`config.mk`:
```
export PLATFORM = sky130hd
export DESIGN_NAME = ychip_run_ctrl_flat
export DESIGN_NICKNAME = d
export VERILOG_FILES = /design/src/rtl/ychip_run_ctrl_if.sv /design/src/rtl/ychip_run_ctrl.sv /design/src/flat_wrapper.sv
export SDC_FILE = /design/constraint.sdc
export NUM_CORES = 1
export LEC_CHECK = 0
export CAP_MARGIN = 30
export CORE_ASPECT_RATIO = 0.7
export CORE_UTILIZATION = 30
export CTS_CLUSTER_SIZE = 40
export DETAILED_ROUTE_END_ITERATION = 8
export GPL_TIMING_DRIVEN = 0
export PLACE_DENSITY_LB_ADDON = 0.25
export REMOVE_ABC_BUFFERS = 1
export SYNTH_ARGS = -nofsm -noshare
export SYNTH_HDL_FRONTEND = slang
export SYNTH_SLANG_ARGS = --single-unit
```
`constraint.sdc`:
```
create_clock -name clk -period 6.8 [get_ports clk]
set_input_delay 2.04 -clock clk [delete_from_list [all_inputs] [get_ports clk]]
set_output_delay 2.04 -clock clk [all_outputs]
set_load 0.03 [all_outputs]
```
`src/rtl/ychip_run_ctrl_if.sv`:
```
// ychip_run_ctrl_if: bundle between the yChip run controller and its environment.
//   start, abort, entryIn : launch/cancel requests and program start address
//   ins                   : instruction word currently fetched by yChip
//   INT, entryPoint       : drive yChip INT / entryPoint inputs
//   busy, done, timeout   : run status (done/timeout are sticky)
//   startErr              : one-cycle pulse on a rejected (misaligned) start
//   cycles                : RUN-cycle count of the current/last run
// Modports: slave = controller side, master = environment side.
interface ychip_run_ctrl_if #(
  parameter int unsigned CNT_W = 16
);
  logic             start;
  logic             abort;
  logic [31:0]      entryIn;
  logic [31:0]      ins;
  logic             INT;
  logic [31:0]      entryPoint;
  logic             busy;
  logic             done;
  logic             timeout;
  logic             startErr;
  logic [CNT_W-1:0] cycles;

  modport slave (
    input  start, abort, entryIn, ins,
    output INT, entryPoint, busy, done, timeout, startErr, cycles
  );

  modport master (
    output start, abort, entryIn, ins,
    input  INT, entryPoint, busy, done, timeout, startErr, cycles
  );
endinterface

```
`src/rtl/ychip_run_ctrl.sv`:
```
// ychip_run_ctrl: run controller directly upstream of yChip.
// Parks the core on a self-loop halt instruction while idle, launches a program at a
// word-aligned address on start, and ends the run on a halt instruction, an abort or
// when the RUN-cycle budget is exhausted.
// Ports:
//   clk   : rising-edge clock shared with yChip
//   rst_n : asynchronous active-low reset
//   bus   : ychip_run_ctrl_if.slave (requests, fetched ins, yChip drive, status)
module ychip_run_ctrl #(
  parameter logic [31:0] HALT_INS   = 32'h0000_006F,
  parameter logic [31:0] PARK_ADDR  = 32'h0000_0000,
  parameter int unsigned MAX_CYCLES = 1024,
  parameter int unsigned CNT_W      = 16
) (
  input  logic            clk,
  input  logic            rst_n,
  ychip_run_ctrl_if.slave bus
);

  typedef enum logic [2:0] {
    S_IDLE = 3'd0,
    S_ARM  = 3'd1,
    S_RUN  = 3'd2,
    S_DONE = 3'd3,
    S_TOUT = 3'd4
  } state_t;

  localparam logic [CNT_W:0] MAX_CNT = (CNT_W+1)'(MAX_CYCLES);

  state_t           state_q;
  logic [31:0]      entry_q;
  logic             done_q;
  logic             tout_q;
  logic             err_q;
  logic [CNT_W-1:0] cycles_q;

  // Unsaturated increment is used for the budget compare; the stored count saturates.
  logic [CNT_W:0]   cycles_plus;
  logic [CNT_W-1:0] cycles_sat;

  always_comb begin
    cycles_plus = {1'b0, cycles_q} + 1'b1;
    cycles_sat  = cycles_plus[CNT_W] ? '1 : cycles_plus[CNT_W-1:0];
  end

  always_ff @(posedge clk or negedge rst_n) begin
    if (!rst_n) begin
      state_q  <= S_IDLE;
      entry_q  <= PARK_ADDR;
      done_q   <= 1'b0;
      tout_q   <= 1'b0;
      err_q    <= 1'b0;
      cycles_q <= '0;
    end else begin
      err_q <= 1'b0;
      case (state_q)
        S_IDLE, S_DONE, S_TOUT: begin
          if (bus.start) begin
            if (bus.entryIn[1:0] == 2'b00) begin
              state_q  <= S_ARM;
              entry_q  <= bus.entryIn;
              cycles_q <= '0;
              done_q   <= 1'b0;
              tout_q   <= 1'b0;
            end else begin
              err_q <= 1'b1;
            end
          end
        end
        S_ARM: begin
          if (bus.abort) begin
            state_q <= S_IDLE;
            entry_q <= PARK_ADDR;
          end else begin
            state_q <= S_RUN;
          end
        end
        S_RUN: begin
          // Abort beats halt, halt beats budget exhaustion.
          if (bus.abort) begin
            state_q <= S_IDLE;
            entry_q <= PARK_ADDR;
          end else begin
            cycles_q <= cycles_sat;
            if (bus.ins == HALT_INS) begin
              state_q <= S_DONE;
              done_q  <= 1'b1;
              entry_q <= PARK_ADDR;
            end else if (cycles_plus == MAX_CNT) begin
              state_q <= S_TOUT;
              tout_q  <= 1'b1;
              entry_q <= PARK_ADDR;
            end
          end
        end
        default: begin
          state_q <= S_IDLE;
          entry_q <= PARK_ADDR;
        end
      endcase
    end
  end

  // INT and busy are decoded from the state register only, so they cannot glitch.
  assign bus.INT        = (state_q != S_RUN);
  assign bus.busy       = (state_q == S_ARM) || (state_q == S_RUN);
  assign bus.entryPoint = entry_q;
  assign bus.done       = done_q;
  assign bus.timeout    = tout_q;
  assign bus.startErr   = err_q;
  assign bus.cycles     = cycles_q;

endmodule
```
`src/flat_wrapper.sv`:
```
// flat-port wrapper written by rule: the top's interface ports become plain ports
module ychip_run_ctrl_flat 
#(
  parameter logic [31:0] HALT_INS   = 32'h0000_006F,
  parameter logic [31:0] PARK_ADDR  = 32'h0000_0000,
  parameter int unsigned MAX_CYCLES = 1024,
  parameter int unsigned CNT_W      = 16
)
  (clk, rst_n, bus_start, bus_abort, bus_entryIn, bus_ins, bus_INT, bus_entryPoint, bus_busy, bus_done, bus_timeout, bus_startErr, bus_cycles);
  ychip_run_ctrl_if #(.CNT_W(CNT_W)) bus_i ();
  input  logic clk;
  input  logic rst_n;
  input wire logic [$bits(bus_i.start)-1:0] bus_start;
  input wire logic [$bits(bus_i.abort)-1:0] bus_abort;
  input wire logic [$bits(bus_i.entryIn)-1:0] bus_entryIn;
  input wire logic [$bits(bus_i.ins)-1:0] bus_ins;
  output wire logic [$bits(bus_i.INT)-1:0] bus_INT;
  output wire logic [$bits(bus_i.entryPoint)-1:0] bus_entryPoint;
  output wire logic [$bits(bus_i.busy)-1:0] bus_busy;
  output wire logic [$bits(bus_i.done)-1:0] bus_done;
  output wire logic [$bits(bus_i.timeout)-1:0] bus_timeout;
  output wire logic [$bits(bus_i.startErr)-1:0] bus_startErr;
  output wire logic [$bits(bus_i.cycles)-1:0] bus_cycles;
  assign bus_i.start = bus_start;
  assign bus_i.abort = bus_abort;
  assign bus_i.entryIn = bus_entryIn;
  assign bus_i.ins = bus_ins;
  assign bus_INT = bus_i.INT;
  assign bus_entryPoint = bus_i.entryPoint;
  assign bus_busy = bus_i.busy;
  assign bus_done = bus_i.done;
  assign bus_timeout = bus_i.timeout;
  assign bus_startErr = bus_i.startErr;
  assign bus_cycles = bus_i.cycles;
  ychip_run_ctrl #(.HALT_INS(HALT_INS), .PARK_ADDR(PARK_ADDR), .MAX_CYCLES(MAX_CYCLES), .CNT_W(CNT_W)) u_core (.clk(clk), .rst_n(rst_n), .bus(bus_i));
endmodule
```
==> impl_metrics.env, run 1 <==
export IMPL_post_route_wl_um=8900
export IMPL_cts_num_sinks=54
export IMPL_worst_setup_hold_path_clk_slew_ns=0.07
export IMPL_clk_path_buf_depth=2
export IMPL_critPathLaunchType="input pin"
export IMPL_lkg_pwr_nw=1.68
export IMPL_die_area_mm2=0.0102
export IMPL_total_of_flip_flops_plus_latches_after_synthesis=54
export IMPL_area_share_of_fa_ha_maj_cells_after_synthesis_pct=0.848
export IMPL_worstSetupPathType="in2reg"
export IMPL_peakVddDrop_v=0.000130
export IMPL_nFillCells=890
export IMPL_ioPinCount=121
export IMPL_grt_antenna_before_repair=0
export IMPL_worst_path_max_delay_cell="sky130_fd_sc_hd__nand3_1"
export IMPL_register_area_mm2=0.00135
export IMPL_run_status="completed"
export IMPL_route_detailed_wl_per_inst_um=15.8
export IMPL_synth_top_area_cell="sky130_fd_sc_hd__dfrtp_1"
export IMPL_die_h_um=85.0
export IMPL_path_cells="clkdlybuf4s50_1, nor2_2, nand3_1, nor3_1, and4_1, nor3_1"
export IMPL_clock_fmax_mhz=235
export IMPL_design_area_mm2=0.00450
export IMPL_via_count_of_the_first_global_routing_pass=2941
export IMPL_synth_top_area_share_pct=45.8
export IMPL_post_synth_mux_area_share_pct=1.06
export IMPL_ys_flop_type="sky130_fd_sc_hd__dfrtp_1"
export IMPL_drt_first_iter_violations=185
export IMPL_max_stage_delay_ns=0.53
export IMPL_drive_gt1_share_pct=6.80
export IMPL_flow_area_growth_from_synthesis_pct=52.4
export IMPL_fin_crit_sh_pct=62.7
export IMPL_first_pass_grt_wire_length_um=14600
export IMPL_area_fraction_in_and_or_nand_and_nor_cells_after_synthesis_pct=24.1
export IMPL_critPathMostFrequentCell="sky130_fd_sc_hd__nor3_1"
export IMPL_syn_cell_area_mm2=0.00295
export IMPL_final_slew_viol_count=0
export IMPL_die_width_um=121
export IMPL_grt_setup_unrepaired="no"
export IMPL_netlist_instances=332
export IMPL_grt_start_max_net_pins=39
export IMPL_post_dp_hpwl_um=6450
export IMPL_yosys_cell_count_top_type="sky130_fd_sc_hd__dfrtp_1"
export IMPL_finalSetupViolations=0
export IMPL_fp_coreArea_mm2=0.00929
export IMPL_grt_met2_usage_pct=28.1
export IMPL_drtAntennaViolNets=0
export IMPL_syn_mean_instance_area_um2=8.89
export IMPL_synth_xor_area_share_pct=0.593
export IMPL_maxCapViolCount=0
export IMPL_critical_path_required_ns=6.98
export IMPL_antenna_cells=0
export IMPL_globalRoute_busiestLayer="met2"
export IMPL_initial_core_util_pct=31.8
export IMPL_dominant_combinational_cell_family_by_area_after_synthesis="simple AND/OR/NAND/NOR gates"
export IMPL_ctsResizeCount=0
export IMPL_min_period_ns=4.26
export IMPL_synth_lib_cells_used_distinct=43
export IMPL_gp_congestion=0.869
export IMPL_row_count=29
export IMPL_cts_hold_buffers_added=0
export IMPL_cts_htree_levels=2
export IMPL_edff_count_synth=0
export IMPL_worst_skew_pair_late_latency_ns=0.29
export IMPL_synth_compound_gate_area_share_pct=23.4
export IMPL_synth_async_reset_ratio_pct=100
export IMPL_hold_viol=0
export IMPL_p_per_area_mw_per_mm2=313
export IMPL_max_slew_margin_pct=46.3
export IMPL_grt_use_met3_pct=3.83
export IMPL_yosysWarnings=0
export IMPL_number_of_remaining_drc_errors=0
export IMPL_detail_route_first_pass_iterations=4
export IMPL_detailed_place_area_mm2=0.00433
export IMPL_finalNetCount=510
export IMPL_worst_path_max_fanout=12
export IMPL_vias_per_cell=5.39
export IMPL_ys_seq_area_share_pct=45.8
export IMPL_worstHoldPathType="reg2reg"
export IMPL_portBuffers=120
export IMPL_final_setup_tns_ns=0
export IMPL_end_kind="register"
export IMPL_grt_util_met1_pct=24.5
export IMPL_multiInputGateArea_mm2=0.00149
export IMPL_crit_arrival_ns=4.44
export IMPL_synth_cells_most_frequent="sky130_fd_sc_hd__dfrtp_1, sky130_fd_sc_hd__nand3_1, sky130_fd_sc_hd__a22oi_1"
export IMPL_cts_root_buf="sky130_fd_sc_hd__clkbuf_16"
export IMPL_cts_made_buffers=5
export IMPL_timing_worst_slew_pin_value_ns=0.804
export IMPL_globalRouteOverflowTotal=0
export IMPL_area_contributors_post_synth="sky130_fd_sc_hd__dfrtp_1, sky130_fd_sc_hd__a22oi_1, sky130_fd_sc_hd__nand3_1"
export IMPL_dr_total_vias=3047
export IMPL_final_setup_skew_ns=0.00530
export IMPL_globalRouteTotalUtil_pct=17.7
export IMPL_number_of_post_cts_setup_repair_buffers=0
export IMPL_tritoncts="done"
-- through the flow --
step                setup slack, ns  utilization (%)  hold WS (ns)  power [mW]  cells
floorplan                      2.04                -         0.606       0.823    305
global placement             -0.240             45.1         0.491        1.10    549
detailed placement             2.26             46.6         0.486        1.13    557
CTS                            2.56             48.4         0.517        1.42    565
global route                   2.38             48.4         0.534        1.49    565
finish                         2.54             48.4         0.506        1.41    565
-- sequential cells by signal (all words and copies together) (netlist names) --
name,cells
u_core.bus.done,1
u_core.bus.entryPoint,32
u_core.state_q,3
u_core.bus.timeout,1
u_core.bus.startErr,1
u_core.bus.cycles,16
-- per-layer routing --
| metal | part of all wire [%] | vias to the layer above | wire length, µm |
|---|---|---|---|
| met5 | 0 | - | 0 |
| met4 | 0.81 | 0 | 72 |
| met3 | 5.9 | 7 | 525 |
| met2 | 47 | 103 | 4140 |
| met1 | 47 | 1467 | 4160 |
| li1 | - | 1470 | - |
-- cell usage in the layout (no fill, tap or decap), types with 3 or more instances in the layout --
cell type,synthesis,layout
sky130_fd_sc_hd__nand4_1,8,8
sky130_fd_sc_hd__o21ai_1,18,18
sky130_fd_sc_hd__o21ai_0,22,22
sky130_fd_sc_hd__nor2_1,20,18
sky130_fd_sc_hd__and3_1,4,4
sky130_fd_sc_hd__nand3_1,42,42
sky130_fd_sc_hd__a21oi_1,16,16
sky130_fd_sc_hd__a311oi_1,6,6
sky130_fd_sc_hd__a22oi_1,30,30
sky130_fd_sc_hd__nor3_1,13,12
sky130_fd_sc_hd__a211oi_1,3,3
sky130_fd_sc_hd__dfrtp_1,54,54
sky130_fd_sc_hd__a31oi_1,4,4
sky130_fd_sc_hd__buf_6,0,5
sky130_fd_sc_hd__or2_2,4,4
sky130_fd_sc_hd__clkdlybuf4s50_1,0,119
sky130_fd_sc_hd__nand2_1,18,18
sky130_fd_sc_hd__nor4_1,7,7
sky130_fd_sc_hd__nand2b_1,4,4
sky130_fd_sc_hd__and2_1,4,4
sky130_fd_sc_hd__clkbuf_16,0,5
-- critical path: cells and delay by family --
| family | cells | cell delay, ns |
|---|---|---|
| AND/OR/NAND/NOR | 5 | 1.91 |
| buffers and inverters | 1 | 0.49 |
-- report_power, final --
part / total, mW / switching, mW / internal [mW] / leakage (nW)
registers: 0.479 / 0.0848 / 0.395 / 0.736
logic: 0.643 / 0.375 / 0.268 / 0.867
clock network: 0.287 / 0.113 / 0.174 / 0.0771
total: 1.41 / 0.572 / 0.837 / 1.68
-- logic make-up (layout without fill, tap and decap cells) --
| group | count (synthesis) | after routing |
|---|---|---|
| compound gates | 107 | 107 |
| mux | 3 | 3 |
| fa+ha+maj | 2 | 2 |
| simple gates | 135 | 135 |
| buf+inv | 29 | 138 |
| xor+xnor | 2 | 2 |
| flops | 54 | 54 |
-- path summary, 6_finish.rpt --
check                                startpoint                        to  slack, ns  cells after the start
min                             u_core.bus.done           u_core.bus.done       0.51                      2
min in group asynchronous                 rst_n      u_core.bus.cycles[0]       1.69                      1
max in group asynchronous                 rst_n  u_core.bus.entryPoint[5]       4.56                      2
min reg2reg                     u_core.bus.done           u_core.bus.done       0.51                      2
max reg2reg                u_core.bus.cycles[0]  u_core.bus.entryPoint[1]       3.85                      9
max                                   bus_abort     u_core.bus.cycles[12]       2.54                      6
-- area by class of cell --
class                      instances  share of cell area, %
tap                              124                   3.45
inverter                           2                  0.167
timing repair buffer             128                   29.5
multi-input combinational        249                   33.1
clock buffer                       6                   2.87
sequential                        54                   30.0
clock inverter                     2                  0.834
(Power assumes the default switching activity.)
==> inputs of run 2 (changes only) <==
Clock period 6.8 ns to 4.1 ns, I/O delays scaled along.
==> results of run 2 <==
Same layout as run 1 (identical final DEF). Status: completed.
Main changes from that run: setup slack after placement 2.26 ns -> 0.369 ns; setup slack after layout 2.54 ns -> 0.648 ns; register-to-register setup slack 3.85 ns -> 1.15 ns; total power 1.41 mW -> 2.34 mW; worst IR drop on VDD 0.000130 V -> 0.000215 V
==> inputs of run 3 (changes only) <==
Clock period 4.1 ns to 3.3 ns, I/O delays scaled along.
==> run 3 against run 2 <==
- critical path depth is the same
- via count up 0.43%
- non-clock buffer count is the same
- critical path type unchanged
- highest routed layer unchanged
==> impl_metrics.env, run 3 (synthesized netlist as in run 1, its figures left out) <==
export IMPL_drtAntennaViolNets=0
export IMPL_detail_route_first_pass_iterations=4
export IMPL_worst_skew_pair_late_latency_ns=0.29
export IMPL_ioPinCount=121
export IMPL_largest_register_ff_count=32
export IMPL_p_sw_share_pct=40.6
export IMPL_fp_coreArea_mm2=0.00929
export IMPL_globalRouteOverflowTotal=0
export IMPL_power_share_sequential_pct=34.0
export IMPL_maxCapViolCount=0
export IMPL_cts_num_sinks=54
export IMPL_cts_root_buf="sky130_fd_sc_hd__clkbuf_16"
export IMPL_tritoncts="done"
export IMPL_die_h_um=85.0
export IMPL_drt_first_iter_violations=161
export IMPL_number_of_post_cts_setup_repair_buffers=0
export IMPL_cts_made_buffers=5
export IMPL_multiInputGateArea_mm2=0.00150
export IMPL_via_count_of_the_first_global_routing_pass=2941
export IMPL_lkg_pwr_nw=1.68
export IMPL_comb_power_share_pct=45.7
export IMPL_mostFrequentLayoutCell="sky130_fd_sc_hd__clkdlybuf4s50_1"
export IMPL_dr_total_vias=3060
export IMPL_clk_path_buf_depth=2
export IMPL_critical_path_required_ns=3.48
export IMPL_first_pass_grt_wire_length_um=14600
export IMPL_mostFrequentLayoutCells="sky130_fd_sc_hd__clkdlybuf4s50_1, sky130_fd_sc_hd__dfrtp_1, sky130_fd_sc_hd__nand3_1"
export IMPL_antenna_cells=0
export IMPL_drive_gt1_share_pct=7.26
export IMPL_worst_setup_hold_path_clk_slew_ns=0.07
export IMPL_timing_worst_slew_pin_value_ns=0.797
export IMPL_final_slew_viol_count=0
export IMPL_post_route_wl_um=8840
export IMPL_fin_crit_sh_pct=90.9
export IMPL_nFillCells=887
export IMPL_p_clk_share_pct=20.3
export IMPL_crit_arrival_ns=3.18
export IMPL_number_of_remaining_drc_errors=0
export IMPL_min_period_ns=3.00
export IMPL_row_count=29
export IMPL_cts_hold_buffers_added=0
export IMPL_detailed_place_area_mm2=0.00433
export IMPL_final_setup_tns_ns=0
export IMPL_grt_setup_unrepaired="no"
export IMPL_flow_area_growth_from_synthesis_pct=52.8
export IMPL_internal_power_of_the_cells_mw=1.73
export IMPL_switching_power_mw=1.18
export IMPL_route_detailed_wl_per_inst_um=15.6
export IMPL_gp_congestion=0.869
export IMPL_worstSetupPathType="in2reg"
export IMPL_finalNetCount=510
export IMPL_post_dp_hpwl_um=6450
export IMPL_core_utilization_of_the_finished_layout_pct=48.5
export IMPL_grt_start_max_net_pins=39
export IMPL_whs_ns=0.513
export IMPL_die_width_um=121
export IMPL_p_per_area_mw_per_mm2=644
export IMPL_dpl_cell_count=557
export IMPL_worstHoldPathType="reg2reg"
export IMPL_initial_core_util_pct=31.8
export IMPL_finalSetupViolations=0
export IMPL_portBuffers=120
export IMPL_peakVddDrop_v=0.000267
export IMPL_cts_htree_levels=2
export IMPL_design_area_mm2=0.00451
export IMPL_critPathLaunchType="input pin"
export IMPL_register_area_mm2=0.00135
export IMPL_globalRouteTotalUtil_pct=17.7
export IMPL_hold_viol=0
export IMPL_worst_path_max_fanout=12
export IMPL_die_area_mm2=0.0102
export IMPL_grt_antenna_before_repair=0
export IMPL_regToRegSetupSlack_ns=0.36
export IMPL_end_kind="register"
export IMPL_clock_fmax_mhz=333
export IMPL_vias_per_cell=5.42
export IMPL_run_status="completed"
export IMPL_max_slew_margin_pct=46.7
export IMPL_fin_cells=565
export IMPL_final_setup_skew_ns=0.00497
-- run 3: cell counts in the layout (fill, tap and decap cells not counted) --
No cell type changed its count.
-- run 3: cell type report --
| class | count | area share (%) |
|---|---|---|
| well taps | 124 | 3.44 |
| multi-input cells | 249 | 33.3 |
| inverters | 2 | 0.166 |
| clock buffers | 6 | 2.86 |
| repair buffers | 128 | 29.4 |
| flip-flops and latches | 54 | 30.0 |
| clock inverters | 2 | 0.832 |
-- run 3: timing repair --
action | CTS | global route
endpoints found under the hold margin | 0 | 0
resized for setup | 0 | 2
setup endpoints to repair | 0 | 12
-- run 3: layer usage --
layer  part of all wire (%)  up-vias  GRT usage [%]  routed length, µm
li1                       -     1470              -                  -
met1                     45     1455           24.5               4010
met2                     47      130           28.1               4170
met3                    7.0        5           3.83                622
met4                   0.35        0           4.49                 31
met5                      0        -              0                  0
-- run 3: stage by stage --
| stage | total power [mW] | worst slack, ns |
|---|---|---|
| global placement | 2.26 | -2.69 |
| CTS | 2.94 | 0.108 |
| floorplan | 1.70 | -0.412 |
| finish | 2.90 | 0.300 |
| detailed placement | 2.33 | -0.191 |
| global route | 3.08 | 0.0726 |
-- run 3: path summary, 6_finish.rpt --
path | end | start | cells after the start
setup / recovery | u_core.bus.cycles[12] | bus_abort | 6
hold / removal | u_core.bus.done | u_core.bus.done | 2
setup reg to reg | u_core.bus.entryPoint[1] | u_core.bus.cycles[0] | 9
hold reg to reg | u_core.bus.done | u_core.bus.done | 2
max in group asynchronous | u_core.bus.entryPoint[5] | rst_n | 2
min in group asynchronous | u_core.bus.cycles[0] | rst_n | 1
-- run 3: power groups by stage --
stage,Sequential (mW),Clock [mW],Combinational [mW]
final,0.986,0.590,1.33
after global placement,0.989,0,1.27
after CTS,0.984,0.616,1.33
after detailed placement,0.996,0,1.33
after floorplan,1.25,0,0.450
after global routing,1.01,0.642,1.42
-- run 3: critical path: stages --
cell	delay (ns)
sky130_fd_sc_hd__clkdlybuf4s50_1	0.49
sky130_fd_sc_hd__nor2_2	0.54
sky130_fd_sc_hd__nand3_2	0.36
sky130_fd_sc_hd__nor3_1	0.47
sky130_fd_sc_hd__and4_1	0.27
sky130_fd_sc_hd__nor3_1	0.05
==> patch (flow settings as in run 1) <==
`CNT_W` is set to 16 in 3 places; all go to 14.
--- a/src/rtl/ychip_run_ctrl_if.sv
+++ b/src/rtl/ychip_run_ctrl_if.sv
@@ -9,3 +9,3 @@
 interface ychip_run_ctrl_if #(
-  parameter int unsigned CNT_W = 16
+  parameter int unsigned CNT_W = 14
 );
--- a/src/rtl/ychip_run_ctrl.sv
+++ b/src/rtl/ychip_run_ctrl.sv
@@ -12,3 +12,3 @@
   parameter int unsigned MAX_CYCLES = 1024,
-  parameter int unsigned CNT_W      = 16
+  parameter int unsigned CNT_W      = 14
 ) (
--- a/src/flat_wrapper.sv
+++ b/src/flat_wrapper.sv
@@ -6,3 +6,3 @@
   parameter int unsigned MAX_CYCLES = 1024,
-  parameter int unsigned CNT_W      = 16
+  parameter int unsigned CNT_W      = 14
 )
Interface: changed (resized bus_cycles); port bits go from 121 to 119. No check against the original RTL was run, so the function may have changed too.
==> patch against run 1 <==
  * Clock skew rose by 0.0057 ns
  * Sequential share of layout area fell by 4.2 points
  * Non-clock buffer count down 1
  * Die area rose by 18%
  * Wire length is 15% higher
  * Critical path type unchanged
  * Total power decreased by 8.1%
  * Highest routed layer unchanged
  * Sequential cell count down 2
  * Area after synthesis grew 18%
  * Worst setup slack got worse by 0.31 ns
  * Critical path depth increased by 3
  * Cell area rose by 12%
==> patch: results (changes against run 1) <==
status: "finished, final reports clean"
fin_worst_skew_ns: 0.01096  # +0.005661 ns
synth_common_cells: "66 x nand3_1, 56 x nand2_1, 52 x dfrtp_1, 35 x nand4_1, 30 x o211ai_2"
wl_per_cell_um: 15.88  # +0.77%
post_dp_cell_area_sq_um: 4836  # +12%
diodes: 0  # unchanged
synth_xor_area_frac: 0.002513  # -0.003422
grt_pass1_wl_um: 16460  # +13%
largest_register_ffs: 32  # unchanged
crit_arrival_ns: 4.78  # +0.34 ns
gp_congestion: 0.8258  # -4.9%
synth_compound_area_frac: 0.2157  # -0.01785
path_clk_slew_ns: 0.08
drive_gt1_frac: 0.1402  # +0.07222
cts_root_buf: "clkbuf_16"
grt_use_total: 0.1745  # -0.002418
peakVddDrop_uv: 118.9  # -8.4%
netlist_top_cells_area: "dfrtp_1 37%, o211ai_2 11%, nand3_1 9.5%"
drt_iter0_drc: 296  # +60%
hp-class: "flop to flop"
clock_latency_ns: 0.29  # about the same
post-place-ws_ns: 1.931  # -0.3284 ns
grt_antenna_before_repair: 0  # unchanged
via_per_inst: 5.340  # -0.99%
slew_headroom: 0.3825  # -0.08006
vias: 3444  # +13%
post-cts-setup-buffers: 0  # unchanged
worstSetupEndpointType: "flop"
grt_pass1_vias: 3147  # +7.0%
cp_max_fo: 23  # +11
yosys_warnings: 0  # unchanged
io_buffers: 118  # -1.7%
synthCells: 392  # +18%
dp_hpwl_um: 7259  # +12%
leakagePower_nw: 1.912  # +14%
synth_cell_types: 56  # +30%
postCtsResizedCells: 0  # unchanged
grt_max_degree: 33  # -15%
nets: 560  # +9.8%
synth-adder-area-share: 0.003589  # -0.004889
place_inst: 636  # +14%
async_flop_share: 1.000  # unchanged
ys_seq_area_frac: 0.3733  # -0.08453
clk_path_buf_depth: 2  # unchanged
synth_mux_area_frac: 0.007538  # -0.003060
htree_levels: 2  # unchanged
numCtsBuffers: 5  # unchanged
fill_cells: 1067  # +20%
first_pass_iters: 4  # unchanged
## patch: cell type report
| type | instances | area (sq um) | share of cell area |
|---|---|---|---|
| well taps | 153 | 191.4 | 0.03809 |
| inverters | 7 | 26.28 | 0.005228 |
| multi-input cells | 298 | 1963 | 0.3906 |
| clock buffers | 7 | 152.6 | 0.03037 |
| flip-flops and latches | 52 | 1301 | 0.2589 |
| clock inverters | 1 | 30.03 | 0.005975 |
| repair buffers | 127 | 1361 | 0.2708 |
## patch: report_power, final
group | internal, mW | total, mW | switching, mW
Sequential | 0.382 | 0.480 | 0.0972
Clock | 0.194 | 0.313 | 0.118
Combinational | 0.224 | 0.503 | 0.279
Total | 0.801 | 1.29 | 0.494
## patch: final timing paths
| path | startpoint | to | slack (ns) | cells past startpoint |
|---|---|---|---|---|
| hold / removal | u_core.bus.timeout | u_core.bus.timeout | 0.51 | 1 |
| setup / recovery | bus_start | u_core.bus.entryPoint[21] | 2.23 | 9 |
| hold reg to reg | u_core.bus.timeout | u_core.bus.timeout | 0.51 | 1 |
| max in group asynchronous | rst_n | u_core.bus.entryPoint[5] | 4.45 | 2 |
| min in group asynchronous | rst_n | u_core.bus.cycles[0] | 1.76 | 1 |
| setup reg to reg | u_core.state_q[1] | u_core.bus.entryPoint[21] | 4.13 | 8 |
## patch: metal layers
layer	track usage	vias to the layer above	part of all wire
met1	0.2541	1643	0.47
met2	0.2606	135	0.44
met3	0.04084	5	0.079
li1	-	1661	-
met4	0.03352	0	0.0066
met5	0	-	0
## patch: critical path, stage by stage
cell and delay, ns:
clkdlybuf4s50_1 0.48, nor3b_1 0.36, a2111oi_0 0.25, a21o_1 0.38
buf_16 0.25, nor2_2 0.57, buf_16 0.23, nand3_1 0.09
nand4_1 0.12
